--- config.mk ---
export PLATFORM = sky130hd
export DESIGN_NAME = flop_reader
export DESIGN_NICKNAME = d
export VERILOG_FILES = /design/src/rtl/flop_reader.sv
export SDC_FILE = /design/constraint.sdc
export NUM_CORES = 1
export LEC_CHECK = 0
export CORE_UTILIZATION = 52
export DETAILED_ROUTE_END_ITERATION = 10
export PLACE_DENSITY = 0.78
export SLEW_MARGIN = 20
export SYNTH_ARGS = -nofsm -noshare
export SYNTH_HDL_FRONTEND = slang
export SYNTH_SLANG_ARGS = --single-unit
--- constraint.sdc ---
create_clock -name clk -period 2.7 [get_ports clk]
set_clock_uncertainty 0.05 [all_clocks]
set_input_delay 0.675 -clock clk [delete_from_list [all_inputs] [get_ports clk]]
set_output_delay 0.675 -clock clk [all_outputs]
set_load 0.01 [all_outputs]
--- src/rtl/flop_reader.sv ---
// Captures a parallel word from an upstream register on request and streams it
// out one bit per accepted beat under a valid/ready handshake, then pulses done.
module flop_reader #(
    parameter int WIDTH     = 32,
    parameter bit MSB_FIRST = 1'b0
) (
    input  logic             clk,
    input  logic             rset_n,
    input  logic [WIDTH-1:0] d,
    input  logic             rd_req,
    output logic             busy,
    output logic             ser_out,
    output logic             ser_valid,
    input  logic             ser_ready,
    output logic             ser_last,
    output logic             done
);

    localparam int CW = (WIDTH > 1) ? $clog2(WIDTH) : 1;
    localparam logic [CW-1:0] LAST_IDX = CW'(WIDTH - 1);
    localparam logic [CW-1:0] CNT_ONE  = CW'(1);

    typedef enum logic [1:0] {
        IDLE  = 2'd0,
        SHIFT = 2'd1,
        DONE  = 2'd2
    } state_t;

    state_t           state_reg;
    logic [WIDTH-1:0] shift_reg;
    logic [WIDTH-1:0] shift_next;
    logic [CW-1:0]    cnt_reg;
    logic             busy_reg;
    logic             valid_reg;
    logic             last_reg;
    logic             done_reg;
    logic             out_bit;

    // The output end of the shift register depends on bit order; every
    // accepted beat moves the word one place toward that end.
    generate
        if (MSB_FIRST) begin : g_msb_first
            assign shift_next = {shift_reg[WIDTH-2:0], 1'b0};
            assign out_bit    = shift_reg[WIDTH-1];
        end else begin : g_lsb_first
            assign shift_next = {1'b0, shift_reg[WIDTH-1:1]};
            assign out_bit    = shift_reg[0];
        end
    endgenerate

    always_ff @(posedge clk or negedge rset_n) begin
        if (!rset_n) begin
            state_reg <= IDLE;
            shift_reg <= '0;
            cnt_reg   <= '0;
            busy_reg  <= 1'b0;
            valid_reg <= 1'b0;
            last_reg  <= 1'b0;
            done_reg  <= 1'b0;
        end else begin
            case (state_reg)
                IDLE: begin
                    done_reg <= 1'b0;
                    if (rd_req) begin
                        shift_reg <= d;
                        cnt_reg   <= '0;
                        state_reg <= SHIFT;
                        busy_reg  <= 1'b1;
                        valid_reg <= 1'b1;
                        last_reg  <= (LAST_IDX == '0);
                    end
                end
                SHIFT: begin
                    if (ser_ready) begin
                        shift_reg <= shift_next;
                        if (cnt_reg == LAST_IDX) begin
                            state_reg <= DONE;
                            busy_reg  <= 1'b0;
                            valid_reg <= 1'b0;
                            last_reg  <= 1'b0;
                            done_reg  <= 1'b1;
                        end else begin
                            cnt_reg  <= cnt_reg + CNT_ONE;
                            last_reg <= ((cnt_reg + CNT_ONE) == LAST_IDX);
                        end
                    end
                end
                DONE: begin
                    state_reg <= IDLE;
                    done_reg  <= 1'b0;
                end
                default: begin
                    state_reg <= IDLE;
                    busy_reg  <= 1'b0;
                    valid_reg <= 1'b0;
                    last_reg  <= 1'b0;
                    done_reg  <= 1'b0;
                end
            endcase
        end
    end

    assign busy      = busy_reg;
    assign ser_valid = valid_reg;
    assign ser_last  = last_reg;
    assign done      = done_reg;
    assign ser_out   = out_bit;

endmodule

# Yosys cells after proc, flatten, opt, wreduce, memory -nomap -nowiden
# Cells that the tools add are included.
# Widths: inputs -> output; s select.
# op_classes
addsub,1
n_mul,0
div_mod_pow,0
n_lt_le_gt_ge,0
n_eq_ne,8
shifts,0
n_mux,22
bitwise,1
reduce_logical,8
# ops
cell,count
$mux 32,2
$pmux 32 s2,1
$mux 5,3
$eq 5x5->1 const B,2
$pmux 5 s2,1
$mux 1,9
$reduce_and 3->1,3
$ne 2x2->1 const B,4
$reduce_and 4->1,2
$mux 2,3
$pmux 1 s3,2
$add 5x1->5 const B,1
$pmux 2 s2,1
$eq 2x1->1 const B,1
$eq 2x2->1 const B,1
$logic_not 2->1,1
$reduce_and 2->1,1
$reduce_bool 2->1,1
$not 1->1,1
# totals
regBits,42
latchBits,0
ram_bits,0
romBits,0
in_bits,36
word_cells,46
n_memories,0

# Logic depth before layout (Yosys ltp)
# logic_depth
ltp_word,5
mapped_depth,6
depth_no_buf,6

# Worst setup path after synthesis
# Ideal clock, no wire load.
# synth_timing
path_kind,register to register
start,register cnt_reg[0]
end,register cnt_reg[1]
setup_time_ps,66
t_arrival_ps,1748
required_ps,2584
path_slack_ps,836
path_stages_with_launch,7
n_path_buf,0
synth_period_minus_slack_ps,1864
cell_sequence,dfrtp_1 -> ha_1 -> and3_1 -> ha_1 -> or3b_2 -> o2bb2ai_1 -> a22o_1
# synth_via
elab_chain_len,4
# synth_rtl
element,line,rtl
"start, declared",32,logic [CW-1:0] cnt_reg;
"start signal, assigned",83,cnt_reg <= cnt_reg + CNT_ONE;
$add 5x1->5,83,
$mux 5,76,if (cnt_reg == LAST_IDX) begin
$mux 5,74,if (ser_ready) begin
$pmux 5 s2,61,case (state_reg)
# Several ways; a longest one is shown, not always the timed one. The select of a mux whose other input is x is not followed.
# A chain may end at the register's enable or synchronous reset.

# Worst setup path in the final report
# layout_timing
start,register cnt_reg[1]
end,register cnt_reg[0]
# layout_via
elab_chain_len,3
# layout_rtl
element,line
$eq 5x5->1,76
$ne 2x2->1 (no source line),-
$reduce_and 4->1 (no source line),-
# Every way passes these cells.

==> results.txt <==
Setup repair after global routing left no endpoint under its margin. The number of antenna diodes in the final layout is 0. STA puts the critical path data arrival time at 2270 ps. On the worst path, the slowest cell contributes a delay of 490 ps. Detailed placement finished with a half-perimeter wire length of 2790 um. For the share of power burned in registers, the log shows 43.6%.

The number of global-route vias before repair was 1442; the number of flip-flops in the largest register was 32. The tools report the endpoint of the most critical register-to-register path as cnt_reg[0]. The worst-skew pair later-pin latency was 290 ps.

The run gives 18.8% as the all-layer global routing usage. The synthesized instance count was 162. The tree built by TritonCTS fans out to 42 sinks. The tools report the final hold violation count as 0.

For the number of fill cells, the log shows 285. The die is 68.4 um tall. The run gives 1150 sq um as the area used by multi-input combinational logic.

The most common library cell in the layout ignoring fill and taps was sky130_fd_sc_hd__dfrtp_1. The library cells used most frequently in the layout, excluding fill and tap cells, are sky130_fd_sc_hd__dfrtp_1, sky130_fd_sc_hd__clkdlybuf4s50_1, sky130_fd_sc_hd__mux2_2. Actual slew at the worst max-slew pin: 924 ps. The synthesized netlist occupies a cell area of 2290 sq um.

The average instance in the mapped netlist occupies 14.1 sq um. The final net count is 241. The count of buffers added on input and output ports is 40. The worst setup path is launched from a flip-flop.

During synthesis, Yosys emitted a total of 0 warnings. After clock tree synthesis, the flow added hold-fix buffers numbering 0. The initial antenna violation count was 0.

The cell seen most often among critical-path stages was sky130_fd_sc_hd__ha_1. Summed over all nets, the switching power comes to 594 uW. Across the VDD grid, the largest voltage drop is 0.457 mV. The number of setup buffers added after CTS is 0. The internal power of the cells totals 1700 uW. The combinational share of power is 35.4%, and the number of max-cap violations is 0.

Row generation in the floorplan step produced 23 rows. The number of nets in the synthesized netlist is 201. Power spread over the standard cell area amounts to 812 nW/um^2. Setup violations remaining at the end of the flow were counted as 0. The setup TNS after final layout is 0 ps. After detailed routing, the average wire length per cell comes to 16.2 um.

Entering global routing, the biggest net connects 43 pins. The area growth from synthesis to layout is 23.1%. After layout, the minimum clock period comes to 2100 ps.

The clock network is responsible for 21.0% of the overall power. In the final layout, the share of cells above drive strength 1 is 37.9%. The leakage component of the power is 0.00141 uW. The deepest level of the CTS H-tree is 2. The initial DRC count came out at 69. The number of antenna-violating nets in the routed design came out at 0. The I/O pin total is 41, and the final-report max-slew violation count is 0. The via count normalized by instance count is 5.57, and the worst setup slack for register-to-register paths is 600 ps. The run finished with clean final reports. STA classifies the critical path endpoint as a flip-flop.

In this run the tightest slew margin relative to its limit is 38.4%. The run gives 1050 sq um as the register cell area after layout. The routed layout has 1408 vias.

The tools report the buffer type at the clock tree root as sky130_fd_sc_hd__clkbuf_8. The clock transition at the registers of the reported paths was 80 ps. The die area is 4680 sq um, and the first-pass GRT wire length is 6350 um.

The worst path uses 77.7% of the clock period. Net switching is 25.9% of the power. Based on the critical path, the design can be clocked at up to 0.477 GHz. Leaving out filler cells and counting taps, the final layout contains 253. The effective utilization at floorplan is 55.7%, and the logic depth of the worst register-to-register path is 6. The floorplan step defined a core boundary enclosing 4120 sq um.

The logs give 0.831 for the routability-driven placement congestion ratio and 4100 um for the total detailed-routing wirelength. The synthesized netlist contains 30 unique library cells. The path class of the tightest hold or removal check is in2async.

Maximum count of clock buffers along a single path: 2. The number of gates resized after CTS was 0. The critical path is of the reg2reg type. Summed over all layers, the global routing overflow is 0. The critical path goes through ha_1, and3_1, ha_1, or3b_2, mux2i_1, a22o_1. Counting tap cells, the placed design contains a total of 245 instances.

TritonCTS built the clock tree. The slowest stage of the critical path is the sky130_fd_sc_hd__or3b_2 cell. The die width is 68.4 um, and the first-pass iteration count of the detailed router is 4. The tools report the total clock buffers created by CTS as 5.

The worst register-to-register path begins at cnt_reg[1]. After detailed routing, the number of remaining DRC violations is 0. The biggest fanout along the worst timing path is 8, and the flop and latch count out of synthesis is 42. Data on the critical path is required at its endpoint by 2870 ps. The share of the Yosys chip area taken by registers is 45.9%.
metal layers:
metal,wire length [um],global-route usage (%),up-vias
met5,0,0,-
met3,196,6.17,4
met1,1810,22.6,699
met4,38,5.47,0
met2,2050,32.0,37
li1,-,-,668
power by group through the flow:
stage / Sequential, uW / Clock (uW) / Combinational (uW)
floorplan: 970 / 0 / 622
global placement: 984 / 0 / 776
detailed placement: 1010 / 0 / 810
CTS: 994 / 501 / 819
global route: 1020 / 530 / 871
finish: 998 / 481 / 811
stage by stage:
step	worst slack [ps]	total power [uW]	hold slack [ps]	util [%]	cell area (sq um)
6_report	603	2290	459	68.5	2820
3_3_place_gp	536	1760	439	65.9	2710
2_1_floorplan	836	1590	329	-	2290
4_1_cts	610	2310	464	68.5	2820
5_1_grt	562	2420	476	68.5	2820
3_5_place_dp	442	1820	443	65.9	2710
worst max-delay path by stage:
stage,endpoint,start,slack (ps)
6_report,cnt_reg[0],cnt_reg[1],600
5_1_grt,cnt_reg[1],cnt_reg[1],560
4_1_cts,cnt_reg[1],cnt_reg[1],610
3_5_place_dp,shift_reg[29],rd_req,440
3_3_place_gp,shift_reg[27],rd_req,540
2_1_floorplan,cnt_reg[1],cnt_reg[0],840
critical path: cells and delay by family (launching register included):
kind / cells / cell delay (ps)
AO/OA/AOI/OAI: 1 / 160
adder cells (fa/ha/maj): 2 / 520
flip-flops: 1 / 450
multiplexers: 1 / 170
AND/OR/NAND/NOR: 2 / 690
area by class of cell:
class | instances | area share [%]
clock buffer | 7 | 2.71
clock inverter | 1 | 1.06
inverter | 1 | 0.133
multi-input combinational | 109 | 40.9
sequential | 42 | 37.3
tap | 50 | 2.22
timing repair buffer | 43 | 15.7
cells by family after synthesis:
logic type	count (synthesis)	synth area share, %
muxes	65	36.8
DFF	42	45.9
and+or+nand+nor	22	5.79
AOI/OAI and AO/OA	17	5.41
buffers and inverters	11	3.77
adders and majority gates	3	1.64
xor gates and xnor gates	2	0.765
cell usage after synthesis (all sizes together):
| library cell | number | share of area [%] |
|---|---|---|
| a21oi | 2 | 0.44 |
| a22o | 6 | 2.3 |
| a31o | 1 | 0.38 |
| a31oi | 1 | 0.27 |
| and3 | 1 | 0.27 |
| buf | 9 | 3.4 |
| clkbuf | 1 | 0.16 |
| dfrtp | 42 | 46 |
| ha | 3 | 1.6 |
| inv | 1 | 0.16 |
| mux2 | 63 | 36 |
| mux2i | 2 | 0.87 |
| nand2 | 3 | 0.49 |
| nand2b | 2 | 0.55 |
| nand3 | 1 | 0.22 |
| nand3b | 2 | 0.66 |
| nor2 | 5 | 0.93 |
| nor2b | 5 | 1.7 |
| nor3b | 1 | 0.33 |
| nor4 | 1 | 0.27 |
| o21ai | 3 | 0.66 |
| o21bai | 1 | 0.33 |
| o22ai | 1 | 0.27 |
| o2bb2ai | 2 | 0.76 |
| or3b | 1 | 0.38 |
| xnor2 | 2 | 0.76 |
(Power assumes the default switching activity.)
==> patch 1 (same settings) <==
Change the parameter `MSB_FIRST` from 1'b0 to 1'b1.
--- a/src/rtl/flop_reader.sv
+++ b/src/rtl/flop_reader.sv
@@ -3,5 +3,5 @@
 module flop_reader #(
     parameter int WIDTH     = 32,
-    parameter bit MSB_FIRST = 1'b0
+    parameter bit MSB_FIRST = 1'b1
 ) (
     input  logic             clk,
Check against the original RTL: not equivalent (Yosys sat finds a counterexample within 4 cycles, from zero or initial values).
==> patch 1 against the unedited design <==
Hold slack better by 9.8 ps. Global-route usage grew 0.62 points. Cell area increased by 1.5%. Area after synthesis rose by 4.2%. Sequential power up 8%. Sequential cell count unchanged. Wire length grew 5.6%. Sequential share of layout area down 0.54 points. Maximum frequency down 0.73%. Clock power down 21%. Total power is 32% higher. Worst setup slack worse by 15 ps. Core utilization is 3.3 points lower. Largest cell class unchanged.
==> patch 1: results (changes against the unedited design) <==
stage;metric;value;unit;change
outcome;outcome;finished, final reports clean;;
layout;final_layout_size_suffix_gt1_frac;0.361;;-0.0179
critical_path;cp_slowest_cell;clkdlybuf4s50_1;;
detailed_routing;wire_per_inst;17.0;µm;+5.2%
placed_design;hpwl;2870;µm;+3.0%
clocking;cts.path.max_buffers;2;;unchanged
detailed_routing;wl_met3;172;µm;-12%
yosys;netlist_top_cells_count;58 x mux2_4, 42 x dfrtp_1, 8 x buf_6;;
global_route;grt_pass1_vias;1528;;+6.0%
yosys;avgSynthCellArea;14.6;µm²;+3.6%
worst_hold_path;hold_path_class;flop to flop;;
yosys;yosysUniqueCellTypes;28;;-6.7%
critical_path;crit_end;shift_reg[25];;
timing;finalCriticalPeriod;2110;ps;+15.4 ps
detailed_routing;wl_met1;1870;µm;+3.3%
global_route;use_met1;0.241;;+0.0155
layout;stdcell_count;254;;+0.40%
critical_path;cp_data_arrival_time;2230;ps;-40 ps
worst_hold_path;min_path_cells;1;;
critical_path;slowest_delay;610;ps;+120 ps
layout;final_nets;241;;unchanged
clocking;ctsRootBufferMaster;clkbuf_8;;
detailed_routing;wl_met2;2240;µm;+9.3%
global_route;grt_pass1_wl;7470;µm;+18%
timing;worstMarginPinSlew;958;ps;+34.4 ps
clocking;h-tree-depth;2;;unchanged
global_route;track_usage;0.195;;+0.00624
detailed_routing;drt-pass1-iter-count;4;;unchanged
critical_path;critPathTopFamily;buffers and inverters;;
pwr;p_leak;0.00142;µW;+0.66%
clocking;cts_inserted_buffers;5;;unchanged
detailed_routing;viasPerCell;5.47;;-1.7%
critical_path;ff2ff_path_depth;6;;unchanged
clocking;post-cts-setup-buffers;0;;unchanged
layout;num_antenna_cells;0;;unchanged
clocking;clk_pin_slew;80;ps;about the same
yosys;yosysWarnings;0;;unchanged
placed_design;dp_slack;291;ps;-151 ps
placed_design;placed_cell_area;2790;µm²;+2.6%
critical_path;path_max_fanout;31;;+23
yosys;async_flop_share;1.00;;unchanged
critical_path;r2r_end;ser_last;;
global_route;grt_util_met3;0.0509;;-0.0108
yosys;synth_flop_cell;dfrtp_1;;
placed_design;gp_congestion;0.780;;-6.1%
placed_design;port_buffers;40;;unchanged
timing;hold_slack;469;ps;+9.78 ps
layout;largest_register_ff_count;32;;unchanged
yosys;ys_seq_area_frac;0.440;;-0.0185
critical_path;reg2reg_from;cnt_reg[1];;
yosys;syn_nets;202;;+0.50%
pwr;vdd_ir_drop_max;0.594;mV;+30%
critical_path;rrSetupSlack;700;ps;+100 ps
detailed_routing;drt_iter0_markers;80;;+16%
yosys;synth_edf_count;0;;unchanged
run;cap_violations;0;;unchanged
critical_path;crit_start;ser_ready;;
yosys;ys_top_cells_by_area;dfrtp_1 44%, mux2_4 36%, buf_6 3.8%;;
global_route;met2_usage;0.333;;+0.0135
patch 1: power breakdown:
| part | leakage (µW) | switching, µW | internal, µW |
|---|---|---|---|
| Sequential | 0.000526 | 182 | 895 |
| Combinational | 0.000853 | 507 | 1060 |
| Clock | 0.0000383 | 200 | 178 |
| Total | 0.00142 | 888 | 2140 |
patch 1: logic make-up (layout without fill, tap and decap cells):
| family | count (synthesis) | after routing | synth area share |
|---|---|---|---|
| AO/OA/AOI/OAI | 16 | 16 | 0.0430 |
| XOR/XNOR | 2 | 2 | 0.00734 |
| adder cells (fa/ha/maj) | 3 | 3 | 0.0157 |
| buffers and inverters | 15 | 54 | 0.0508 |
| flip-flops | 42 | 42 | 0.440 |
| multiplexers | 62 | 62 | 0.384 |
| AND/OR/NAND/NOR | 23 | 23 | 0.0592 |
patch 1: cell type report:
type / count / area (µm²)
timing repair buffer: 42 / 435
inverter: 5 / 18.8
tap: 52 / 65.1
multi-input combinational: 106 / 1210
clock buffer: 7 / 76.3
fill: 315 / 1520
sequential: 42 / 1050
